--- config.mk ---
export PLATFORM = sky130hd
export DESIGN_NAME = controlador_palavra
export DESIGN_NICKNAME = d
export VERILOG_FILES = /design/src/rtl/controlador_palavra.sv
export SDC_FILE = /design/constraint.sdc
export NUM_CORES = 1
export LEC_CHECK = 0
export BUFFER_PORTS_ARGS = -buffer_cell sky130_fd_sc_hd__buf_2
export CORE_MARGIN = 4
export CORE_UTILIZATION = 55
export DETAILED_ROUTE_END_ITERATION = 7
export GPL_TIMING_DRIVEN = 1
export PLACE_DENSITY_LB_ADDON = 0.3
export SLEW_MARGIN = 25
export SYNTH_ARGS = -nofsm -noshare
export SYNTH_HDL_FRONTEND = slang
export SYNTH_SLANG_ARGS = --single-unit
--- constraint.sdc ---
create_clock -name clk -period 5.74 [get_ports clk]
set_input_delay 1.148 -clock clk [delete_from_list [all_inputs] [get_ports clk]]
set_output_delay 1.148 -clock clk [all_outputs]
set_load 0.1 [all_outputs]
--- src/rtl/controlador_palavra.sv ---
// controlador_palavra: queues entered notes, feeds them one at a time to the
// word classifier and latches the classifier's verdict when a word ends.
// Optional feature macro: CONTROLADOR_TIMEOUT_EN (word-end timeout and Erro flag).
module controlador_palavra #(
  parameter int PROFUNDIDADE  = 8,
  parameter int LIMITE_ESPERA = 15
) (
  input  logic       clk,
  input  logic       Reset,
  input  logic       Entrada_valida,
  input  logic       Tom_in,
  input  logic [2:0] Nota_in,
  input  logic       End,
  input  logic [1:0] Tipo,
  output logic       Tom,
  output logic [2:0] Nota,
  output logic       Ready,
  output logic [1:0] Tipo_final,
  output logic       Palavra_pronta,
  output logic [3:0] Contador_palavras,
  output logic       Cheio,
  output logic       Vazio,
  output logic       Estouro,
  output logic       Erro
);

  localparam int PTR_W = (PROFUNDIDADE > 1) ? $clog2(PROFUNDIDADE) : 1;
  localparam int OCC_W = PTR_W + 1;

  typedef enum logic [1:0] {
    OCIOSO,
    ENVIA,
    ESPERA_FIM,
    CONCLUI
  } estado_t;

  estado_t          estado;
  logic [3:0]       mem [PROFUNDIDADE];
  logic [PTR_W-1:0] wr_ptr;
  logic [PTR_W-1:0] rd_ptr;
  logic [OCC_W-1:0] ocupacao;
  logic             push;
  logic             pop;

`ifdef CONTROLADOR_TIMEOUT_EN
  localparam int TIMER_W = (LIMITE_ESPERA > 1) ? $clog2(LIMITE_ESPERA + 1) : 1;
  logic [TIMER_W-1:0] espera;
  logic               erro_q;
`endif

  // The head entry is consumed during the single ENVIA cycle; a full FIFO
  // still accepts a new entry in that cycle because a slot frees up.
  assign pop   = (estado == ENVIA);
  assign Cheio = (ocupacao == OCC_W'(PROFUNDIDADE));
  assign Vazio = (ocupacao == '0);
  assign push  = Entrada_valida && (!Cheio || pop);

  // Note storage; contents need no reset because the pointers define validity.
  always_ff @(posedge clk) begin
    if (push) begin
      mem[wr_ptr] <= {Tom_in, Nota_in};
    end
  end

  // FIFO pointers, occupancy and the sticky overflow flag.
  always_ff @(posedge clk or negedge Reset) begin
    if (!Reset) begin
      wr_ptr   <= '0;
      rd_ptr   <= '0;
      ocupacao <= '0;
      Estouro  <= 1'b0;
    end else begin
      if (push) begin
        wr_ptr <= wr_ptr + PTR_W'(1);
      end
      if (pop) begin
        rd_ptr <= rd_ptr + PTR_W'(1);
      end
      if (push && !pop) begin
        ocupacao <= ocupacao + OCC_W'(1);
      end else if (pop && !push) begin
        ocupacao <= ocupacao - OCC_W'(1);
      end
      if (Entrada_valida && !push) begin
        Estouro <= 1'b1;
      end
    end
  end

  // Word sequencer; outputs are loaded on the edge entering a state so that
  // Ready is high during ENVIA and Palavra_pronta is high during CONCLUI.
  always_ff @(posedge clk or negedge Reset) begin
    if (!Reset) begin
      estado            <= OCIOSO;
      Ready             <= 1'b0;
      Tom               <= 1'b0;
      Nota              <= 3'b000;
      Tipo_final        <= 2'b00;
      Palavra_pronta    <= 1'b0;
      Contador_palavras <= 4'd0;
`ifdef CONTROLADOR_TIMEOUT_EN
      espera            <= '0;
      erro_q            <= 1'b0;
`endif
    end else begin
      Ready          <= 1'b0;
      Palavra_pronta <= 1'b0;
      case (estado)
        OCIOSO: begin
          if (!Vazio) begin
            estado      <= ENVIA;
            Ready       <= 1'b1;
            {Tom, Nota} <= mem[rd_ptr];
          end
        end
        ENVIA: begin
          if (Nota == 3'b000) begin
            estado <= ESPERA_FIM;
`ifdef CONTROLADOR_TIMEOUT_EN
            espera <= '0;
`endif
          end else begin
            estado <= OCIOSO;
          end
        end
        ESPERA_FIM: begin
          if (End) begin
            estado            <= CONCLUI;
            Tipo_final        <= Tipo;
            Palavra_pronta    <= 1'b1;
            Contador_palavras <= Contador_palavras + 4'd1;
          end
`ifdef CONTROLADOR_TIMEOUT_EN
          else if (espera == TIMER_W'(LIMITE_ESPERA - 1)) begin
            estado            <= CONCLUI;
            Tipo_final        <= 2'b00;
            Palavra_pronta    <= 1'b1;
            Contador_palavras <= Contador_palavras + 4'd1;
            erro_q            <= 1'b1;
          end else begin
            espera <= espera + TIMER_W'(1);
          end
`endif
        end
        CONCLUI: begin
          estado <= OCIOSO;
        end
        default: begin
          estado <= OCIOSO;
        end
      endcase
    end
  end

`ifdef CONTROLADOR_TIMEOUT_EN
  assign Erro = erro_q;
`else
  // No timer exists in this build, so a word can never end in error.
  assign Erro = (LIMITE_ESPERA < 0);
`endif

endmodule

==> metrics.md, run 1 <==
| Metric | Value |
|---|---|
| Reg2reg end | `ocupacao[3]` |
| PortBufs | `24` |
| Total grt overflow | `0` |
| Clk sinks | `57` |
| Mapped Area | `2430 um2` |
| Vias per cell | `5.46` |
| Worst-margin pin slew | `928 ps` |
| Yosys warnings | `0` |
| Min-delay worst type | `register to register` |
| Die X | `74.5 um` |
| H-tree Lvls | `3` |
| RSZ-0062 raised after global routing | `no` |
| First-pass GRT wire length | `6670 um` |
| Setup violators final | `0` |
| Count of cell types in the netlist | `36` |
| Period minus WS final | `2950 ps` |
| Die area | `5550 um2` |
| Largest net degree at the start of global routing | `26` |
| Ant diodes | `0` |
| Slowest stage cell, crit path | `buf_2` |
| Crit-path cells | `nor4_1 -> buf_2` |
| Slowest stage delay, CP | `520 ps` |
| Fraction of layout cells with a size suffix above 1 | `22.2%` |
| Resize count post-CTS | `0` |
| Post-route ant nets | `0` |
| Seq/Total Area, Yosys | `65.2%` |
| CTS tree | `yes` |
| WHS Endpoint | `Estouro` |
| F_max | `338 MHz` |
| Post-CTS Hold Buffers | `0` |
| Detailed Route WL | `4080 um` |
| Hold Fails Final Rpt | `0` |
| Max-cap violations | `0` |
| Synth Instances | `170` |
| Synth-to-Final Area Change | `11.7%` |
| Core area | `4140 um2` |
| Clock Latency Late Sink | `330 ps` |
| Clk slew on worst S/H paths | `70 ps` |
| R2r setup slk | `2980 ps` |
| R2R Path Start | `ocupacao[0]` |
| Final hold slack | `464 ps` |
| Required time of the critical path | `4590 ps` |
| Layout net count | `215` |
| Post-CTS Setup Bufs | `0` |
| GRT Util Overall | `16.8%` |
| Synth Register Bits | `57` |
| Vias in the first global route | `1380` |
| CP delay by family, top | `buffers and inverters` |
| CTS buffer count | `9` |
| Initial core utilization | `58.7%` |
| Min-Delay Path Depth | `1` |
| Most frequent cells in the layout | `32 x edfxtp_1, 25 x dfrtp_1, 24 x buf_2` |
| CP startpoint kind | `register` |
| Tcrit/Tclk final | `51.5%` |
| CP bufs+invs | `1` |
| Pins Over Slew Limit | `0` |
| Setup CP Type | `register to primary output` |
| Worst Hold Launch | `Estouro` |
| GP Congestion | `0.806` |
| Synth Net Count | `187` |
| Syn Area/Cell | `14.3 um2` |
| WL/cell | `16.1 um` |
| Element type at the critical path end | `primary output` |
| 1st-iter DRT viols | `41` |
| DRC | `0` |
| Via count | `1382` |
| CTS Root Cell | `clkbuf_8` |
| Top Ports | `26` |
| Worst-path fanout max | `5` |
| Die extent in y | `74.5 um` |
| Slew headroom | `38.1%` |
| Status | `complete, no violations` |
| Pre-antenna DRT Iters | `5` |
| Clock Skew | `10.3 ps` |
| Setup TNS | `0 ps` |
| Worst R2R Path Depth | `11` |
| Critical path arrival | `1810 ps` |
| Rows | `23` |
| Clock tree buffer depth | `2` |
| Antenna violations before repair | `0` |
| Half-perimeter wire length after detailed placement | `2940 um` |
| Most common cell after layout, fill and taps aside | `edfxtp_1` |
## registers in the layout (all words and copies together) (netlist names), 2 cells and up, named ones only
register / flops
Contador_palavras: 4
Nota: 3
Tipo_final: 2
mem: 32
ocupacao: 4
rd_ptr: 3
wr_ptr: 3
## worst max path at each step
stage                   startpoint     endpoint  slack [ps]  cells past startpoint
floorplan              ocupacao[0]        Vazio        1190                      1
global route           ocupacao[0]  ocupacao[3]        2710                     10
finish                 ocupacao[0]        Vazio        2790                      2
detailed placement  Entrada_valida  ocupacao[3]        2700                      9
global placement    Entrada_valida  ocupacao[3]        2860                      9
CTS                    ocupacao[0]        Vazio        2750                      2
## synth_stat cells
| master | instances | area share (%) |
|---|---|---|
| o21ai_0 | 2 | 0.41 |
| or3_1 | 1 | 0.26 |
| inv_1 | 6 | 0.93 |
| nand2_1 | 21 | 3.2 |
| buf_6 | 1 | 0.46 |
| nand2b_1 | 2 | 0.51 |
| edfxtp_1 | 32 | 40 |
| mux4_2 | 4 | 3.7 |
| mux2_2 | 3 | 1.4 |
| or2_2 | 1 | 0.26 |
| buf_12 | 1 | 0.82 |
| nor3_1 | 8 | 1.6 |
| o21ai_1 | 4 | 0.82 |
| a21o_1 | 2 | 0.62 |
| mux2i_1 | 17 | 7.0 |
| and2_1 | 1 | 0.26 |
| nor4_1 | 2 | 0.51 |
| nand3b_1 | 1 | 0.31 |
| a21oi_1 | 1 | 0.21 |
| nand4_1 | 1 | 0.26 |
| conb_1 | 1 | 0.15 |
| clkbuf_1 | 3 | 0.46 |
| a2111oi_0 | 1 | 0.36 |
| and3_1 | 1 | 0.26 |
| ha_1 | 6 | 3.1 |
| fa_1 | 1 | 0.82 |
| xor2_1 | 1 | 0.36 |
| o41ai_1 | 1 | 0.36 |
| buf_4 | 1 | 0.31 |
| buf_2 | 1 | 0.21 |
| dfrtp_1 | 25 | 26 |
| or3b_2 | 1 | 0.36 |
| nand3_1 | 3 | 0.62 |
| o31ai_1 | 1 | 0.31 |
| xnor2_1 | 8 | 2.9 |
| nor2_1 | 4 | 0.62 |
## per-layer routing
layer / global-route usage [%] / routed length, um
met5: 0 / 0
met4: 6.72 / 82
met3: 7.16 / 253
met2: 25.5 / 1930
met1: 21.4 / 1810
## logic make-up after synthesis
group | synth area share (%)
flip-flops | 65.2
AND/OR/NAND/NOR | 9.11
multiplexers | 12.1
buffers and inverters | 3.19
AO/OA/AOI/OAI | 3.09
XOR/XNOR | 3.24
adder cells (fa/ha/maj) | 3.91
other | 0.154
## final cells by class
class / instances / area, um2
clock buffer: 12 / 135
clock inverter: 4 / 21.3
fill: 298 / 1430
inverter: 6 / 22.5
multi-input combinational: 100 / 768
sequential: 57 / 1590
tap: 50 / 62.6
timing repair buffer: 24 / 120
## through the flow
stage / util (%) / cells / area [um2] / worst slack, ps
after global routing: 65.5 / 253 / 2720 / 2710
final: 65.5 / 253 / 2720 / 2790
after detailed placement: 61.8 / 237 / 2560 / 2700
after floorplan: - / 170 / 2430 / 1190
after CTS: 65.5 / 253 / 2720 / 2750
after global placement: 61.8 / 237 / 2560 / 2860
Power of run 1 is not shown: default switching activity piles up to over one toggle a cycle in this logic, so the estimate is an artifact.
==> run 2, diff against run 1 <==
--- a/config.mk
+++ b/config.mk
@@ -5,9 +5,10 @@
 export SDC_FILE = /design/constraint.sdc
 export NUM_CORES = 1
 export LEC_CHECK = 0
+export ABC_AREA = 1
 export BUFFER_PORTS_ARGS = -buffer_cell sky130_fd_sc_hd__buf_2
 export CORE_MARGIN = 4
-export CORE_UTILIZATION = 55
+export CORE_UTILIZATION = 52
 export DETAILED_ROUTE_END_ITERATION = 7
 export GPL_TIMING_DRIVEN = 1
 export PLACE_DENSITY_LB_ADDON = 0.3
==> constraint.sdc (replaced) <==
create_clock -name clk -period 2.4 [get_ports clk]
set_input_delay 0.48 -clock clk [delete_from_list [all_inputs] [get_ports clk]]
set_output_delay 0.48 -clock clk [all_outputs]
set_load 0.1 [all_outputs]
==> metrics.md, run 2 <==
| Metric | Value |
|---|---|
| Pins Over Slew Limit | `0 (unchanged)` |
| WL/cell | `12.2 um (-24%)` |
| DRC | `0 (unchanged)` |
| Hold Fails Final Rpt | `0 (unchanged)` |
| Most frequent cells in the layout | `79 x nand2_1, 35 x inv_1, 32 x edfxtp_1` |
| CTS tree | `yes` |
| 1st-iter DRT viols | `86 (+110%)` |
| Die X | `78.7 um (+5.7%)` |
| GRT Util Overall | `16.8% (+0.023 points)` |
| Detailed Route WL | `4410 um (+8.2%)` |
| Clock Latency Late Sink | `330 ps (about the same)` |
| Layout net count | `307 (+43%)` |
| Fraction of layout cells with a size suffix above 1 | `18.0% (-4.2 points)` |
| Yosys warnings | `0 (unchanged)` |
| Via count | `1698 (+23%)` |
| Core area | `4790 um2 (+15%)` |
| Design Area, Final | `2940 um2 (+8.4%)` |
| Synth Net Count | `276 (+48%)` |
| Resize count post-CTS | `0 (unchanged)` |
| Max reg flops | `32 (unchanged)` |
| Synth top area cells | `edfxtp_1 37%, dfrtp_1 24%, nand2_1 11%, nand3_1 5.4%, inv_1 5.1%` |
| Vias per cell | `4.69 (-14%)` |
| Biggest register | `mem` |
| Die area | `6200 um2 (+12%)` |
| Element type at the critical path end | `register` |
| Ant diodes | `0 (unchanged)` |
| Post-route ant nets | `0 (unchanged)` |
| Mapped Area | `2600 um2 (+6.9%)` |
| Vias in the first global route | `1727 (+25%)` |
| Pre-CTS WS | `212 ps (-2480 ps)` |
| F_max | `458 MHz` |
| Worst-margin pin slew | `656 ps (-272 ps)` |
| Clk sinks | `57 (unchanged)` |
| GP Congestion | `0.796 (-1.2%)` |
| Setup violators final | `0 (unchanged)` |
| Setup CP Type | `register to register` |
| Synth Instances | `259 (+52%)` |
| Status | `complete, no violations` |
| H-tree Lvls | `3 (unchanged)` |
| Commonest cells in the synthesized netlist | `79 x nand2_1, 35 x inv_1, 32 x edfxtp_1` |
| Top-count cell post-synth | `nand2_1` |
| PortBufs | `24 (unchanged)` |
| Total grt overflow | `0 (unchanged)` |
| Seq/Total Area, Yosys | `61.0% (-4.2 points)` |
| Half-perimeter wire length after detailed placement | `3210 um (+9.1%)` |
| Most common cell after layout, fill and taps aside | `nand2_1` |
| DP Area | `2770 um2 (+8.4%)` |
| First-pass GRT wire length | `7800 um (+17%)` |
| Clk slew on worst S/H paths | `60 ps (about the same)` |
| R2r setup slk | `220 ps (-2760 ps)` |
| RSZ-0062 raised after global routing | `no` |
| Share of the synthesized area in the top cell type | `37.0% (-2.5 points)` |
| Count of cell types in the netlist | `28 (-22%)` |
| Tcrit/Tclk final | `90.9%` |
| Pre-antenna DRT Iters | `4 (-1)` |
| Post-CTS Hold Buffers | `0 (unchanged)` |
| Period minus WS final | `2180 ps` |
| Die extent in y | `78.7 um (+5.7%)` |
| Top flop regs | `mem x32, Contador_palavras x4, ocupacao x4` |
| Worst-path fanout max | `5 (unchanged)` |
| Synth Register Bits | `57 (unchanged)` |
| Synth-to-Final Area Change | `13.2%` |
| Min-delay worst type | `input pin to async pin` |
| Initial core utilization | `54.3% (-4.4 points)` |
| Slew headroom | `56.3% (+18 points)` |
| Required time of the critical path | `2620 ps (-1970 ps)` |
| R2R Path Start | `ocupacao[1]` |
| Most used DFF post-synth | `edfxtp_1` |
| CTS Root Cell | `clkbuf_8` |
| CTS buffer count | `9 (unchanged)` |
| CP startpoint kind | `register` |
| Clock Skew | `8.99 ps (-1.35 ps)` |
| Top Ports | `26 (unchanged)` |
| Critical path arrival | `2400 ps (+590 ps)` |
| Worst R2R Path Depth | `13 (+2)` |
| Antenna violations before repair | `0 (unchanged)` |
| Post-synth top area cell | `edfxtp_1` |
| Worst setup margin | `218 ps (-2570 ps)` |
| Ys async rst share | `43.9% (unchanged)` |
| EDFF count, synth | `32 (unchanged)` |
| Clock tree buffer depth | `2 (unchanged)` |
| Setup TNS | `0 ps (unchanged)` |
| Largest net degree at the start of global routing | `26 (unchanged)` |
| Max-cap violations | `0 (unchanged)` |
| Post-CTS Setup Bufs | `0 (unchanged)` |
| Reg2reg end | `ocupacao[3]` |
| Syn Area/Cell | `10.0 um2 (-30%)` |
| Rows | `25 (+8.7%)` |
==> run 2: cell count changes after synthesis, sizes merged, moves of 3 or more <==
cell | before | now
nor3 | 8 | 1
clkbuf | 3 | 0
nand2 | 21 | 86
mux2 | 3 | 0
mux4 | 4 | 0
xnor2 | 8 | 5
nand3 | 3 | 29
inv | 6 | 41
nor2 | 4 | 14
mux2i | 17 | 0
==> run 2: cell type report <==
cell class,instances,area [um2]
fillers,386,1840
flip-flops and latches,57,1590
multi-input cells,155,811
clock buffers,16,170
inverters,42,165
repair buffers,25,128
well taps,67,83.8
==> run 2: worst max path at each step <==
stage / start / endpoint / slack (ps) / cells after the start
finish: ocupacao[1] / ocupacao[3] / 220 / 13
CTS: ocupacao[1] / ocupacao[3] / 210 / 13
global placement: ocupacao[1] / ocupacao[3] / 300 / 13
global route: ocupacao[1] / ocupacao[3] / 40 / 13
detailed placement: ocupacao[1] / ocupacao[3] / 210 / 13
floorplan: ocupacao[0] / Cheio / 350 / 1
==> run 2: stage by stage <==
step | hold slack (ps) | std cells | utilization, %
after detailed placement | 457 | 346 | 58.0
after global routing | 172 | 362 | 61.5
final | 132 | 362 | 61.5
after global placement | 458 | 346 | 58.0
after CTS | 141 | 362 | 61.5
after floorplan | 184 | 259 | -
==> run 2: routing by layer <==
layer  wire length [um]  global-route usage, %
met5                  0                      0
met2               2070                   26.5
met1               2030                   20.9
met4                 97                   8.57
met3                207                   5.22
==> run 2: logic make-up (layout without fill, tap and decap cells) <==
group	Yosys count	in the layout	share of synthesized area [%]
AO/OA/AOI/OAI	7	7	1.44
other	1	1	0.144
AND/OR/NAND/NOR	132	132	22.7
XOR/XNOR	8	8	2.70
flip-flops	57	57	61.0
adder cells (fa/ha/maj)	7	7	3.66
buffers and inverters	47	83	8.37
==> run 2: worst max-delay path, stage by stage (launching register included) <==
cell and delay [ps]:
dfrtp_1 460, nor2_1 180, nand4_2 160, nand2_4 120, inv_4 50, ha_1 200
inv_1 130, ha_1 290, a21oi_1 180, nand2_1 70, o21ai_0 70, nand2_1 70
nand2_1 60, nand2_1 40
Power of run 2 is left out for the same reason.
==> run 3, diff against run 2 <==
--- a/config.mk
+++ b/config.mk
@@ -11,6 +11,7 @@
 export CORE_UTILIZATION = 52
 export DETAILED_ROUTE_END_ITERATION = 7
 export GPL_TIMING_DRIVEN = 1
+export MAX_ROUTING_LAYER = met4
 export PLACE_DENSITY_LB_ADDON = 0.3
 export SLEW_MARGIN = 25
 export SYNTH_ARGS = -nofsm -noshare
==> metrics.md, run 3 (synthesis results as in run 2) <==
| Metric | Value |
|---|---|
| Slowest stage cell, crit path | `dfrtp_1` |
| Top flop regs | `mem x32, Contador_palavras x4, ocupacao x4` |
| Total grt overflow | `0 (unchanged)` |
| Worst R2R Path Depth | `13 (unchanged)` |
| H-tree Lvls | `3 (unchanged)` |
| CTS buffer count | `9 (unchanged)` |
| RSZ-0062 raised after global routing | `no` |
| Setup violators final | `0 (unchanged)` |
| Max-cap violations | `0 (unchanged)` |
| Largest net degree at the start of global routing | `26 (unchanged)` |
| Design Area, Final | `2940 um2 (unchanged)` |
| Most frequent cells in the layout | `79 x nand2_1, 35 x inv_1, 32 x edfxtp_1` |
| Post-route ant nets | `0 (unchanged)` |
| Min-delay worst type | `input pin to async pin` |
| Ant diodes | `0 (unchanged)` |
| Worst-margin pin slew | `667 ps (+11.3 ps)` |
| Fill cells | `386 (unchanged)` |
| Crit-path cells | `nor2_1 -> nand4_2 -> nand2_4 -> inv_4 -> ha_1 -> inv_1 -> ha_1 -> a21oi_1 -> nand2_1 -> o21ai_0 -> nand2_1 -> nand2_1 -> nand2_1` |
| GRT Util Overall | `17.4% (+0.62 points)` |
| Period minus WS final | `2180 ps (-0.0770 ps)` |
| WL/cell | `12.2 um (+0.11%)` |
| Tcrit/Tclk final | `90.9% (about the same)` |
| Slowest stage delay, CP | `460 ps (about the same)` |
| Vias per cell | `4.69 (about the same)` |
| First-pass GRT wire length | `7810 um (+0.17%)` |
| Setup TNS | `0 ps (unchanged)` |
| Vias in the first global route | `1723 (-0.23%)` |
| Final hold slack | `131 ps (-0.861 ps)` |
| Cell count along the critical path | `13 (unchanged)` |
| Die X | `78.7 um (unchanged)` |
| Die extent in y | `78.7 um (unchanged)` |
| CP most frequent cell | `nand2_1` |
| Pre-antenna DRT Iters | `4 (unchanged)` |
| Layout net count | `307 (unchanged)` |
| PortBufs | `24 (unchanged)` |
| Pins Over Slew Limit | `0 (unchanged)` |
| DP Area | `2770 um2 (unchanged)` |
| R2r setup slk | `220 ps (about the same)` |
| Top Ports | `26 (unchanged)` |
| Post-CTS Setup Bufs | `0 (unchanged)` |
| Core area | `4790 um2 (unchanged)` |
| Clk sinks | `57 (unchanged)` |
| Max reg flops | `32 (unchanged)` |
| Initial core utilization | `54.3% (unchanged)` |
| Slew headroom | `55.5% (-0.76 points)` |
| CP bufs+invs | `2 (unchanged)` |
| Die area | `6200 um2 (unchanged)` |
| Clock Latency Late Sink | `330 ps (about the same)` |
| Biggest register | `mem` |
| Critical path arrival | `2400 ps (about the same)` |
| Half-perimeter wire length after detailed placement | `3210 um (unchanged)` |
| Worst-path fanout max | `5 (unchanged)` |
| CP startpoint kind | `register` |
| CP delay by family, top | `simple AND/OR/NAND/NOR gates` |
| Resize count post-CTS | `0 (unchanged)` |
| Setup CP Type | `register to register` |
| Required time of the critical path | `2620 ps (about the same)` |
| Rows | `25 (unchanged)` |
| Fraction of layout cells with a size suffix above 1 | `18.0% (unchanged)` |
| Post-CTS Hold Buffers | `0 (unchanged)` |
| Element type at the critical path end | `register` |
| F_max | `458 MHz (about the same)` |
| GP Congestion | `0.807 (+1.4%)` |
| 1st-iter DRT viols | `97 (+13%)` |
| Status | `complete, no violations` |
| Clk slew on worst S/H paths | `60 ps (about the same)` |
| Most common cell after layout, fill and taps aside | `nand2_1` |
| Synth-to-Final Area Change | `13.2% (unchanged)` |
| Hold Fails Final Rpt | `0 (unchanged)` |
| Antenna violations before repair | `0 (unchanged)` |
| Clock Skew | `9.00 ps (+0.0127 ps)` |
| Detailed Route WL | `4420 um (+0.11%)` |
| Via count | `1699 (+0.059%)` |
| CTS Root Cell | `clkbuf_8` |
| DRC | `0 (unchanged)` |
| Clock tree buffer depth | `2 (unchanged)` |
| CTS tree | `yes` |
[run 3: final timing paths]
path                                         to            startpoint
min in group clk                  Tipo_final[0]               Tipo[0]
setup / recovery                    ocupacao[3]           ocupacao[1]
max in group asynchronous             wr_ptr[2]                 Reset
setup reg to reg                    ocupacao[3]           ocupacao[1]
hold reg to reg            Contador_palavras[3]  Contador_palavras[3]
hold / removal             Contador_palavras[2]                 Reset
[run 3: final cells by class]
class                   count  area [um2]  share of cell area (%)
well taps                  67        83.8                    2.85
repair buffers             25         128                    4.33
inverters                  42         165                    5.61
multi-input cells         155         811                    27.5
clock buffers              16         170                    5.78
flip-flops and latches     57        1590                    53.9
[run 3: worst reg2reg max path: cells and delay by family (launching register included)]
family	cells	cell delay (ps)
adder cells (fa/ha/maj)	2	490
buffers and inverters	2	180
AND/OR/NAND/NOR	7	700
AO/OA/AOI/OAI	2	250
flip-flops	1	460
[run 3: metal layers]
| metal | share of wire (%) | GRT usage [%] | wire (um) | vias up |
|---|---|---|---|---|
| met4 | 1.8 | 8.04 | 80 | 0 |
| met1 | 46 | 21.0 | 2050 | 779 |
| li1 | - | - | - | 876 |
| met3 | 4.4 | 6.12 | 194 | 7 |
| met2 | 47 | 26.4 | 2090 | 37 |
| met5 | 0 | - | 0 | - |
[run 3: metrics by stage]
step | setup WS [ps] | utilization [%] | instances
floorplan | 351 | - | 259
global placement | 300 | 58.0 | 346
detailed placement | 212 | 58.0 | 346
CTS | 206 | 61.5 | 362
global route | 43.0 | 61.5 | 362
finish | 218 | 61.5 | 362
Power of run 3 is left out for the same reason.
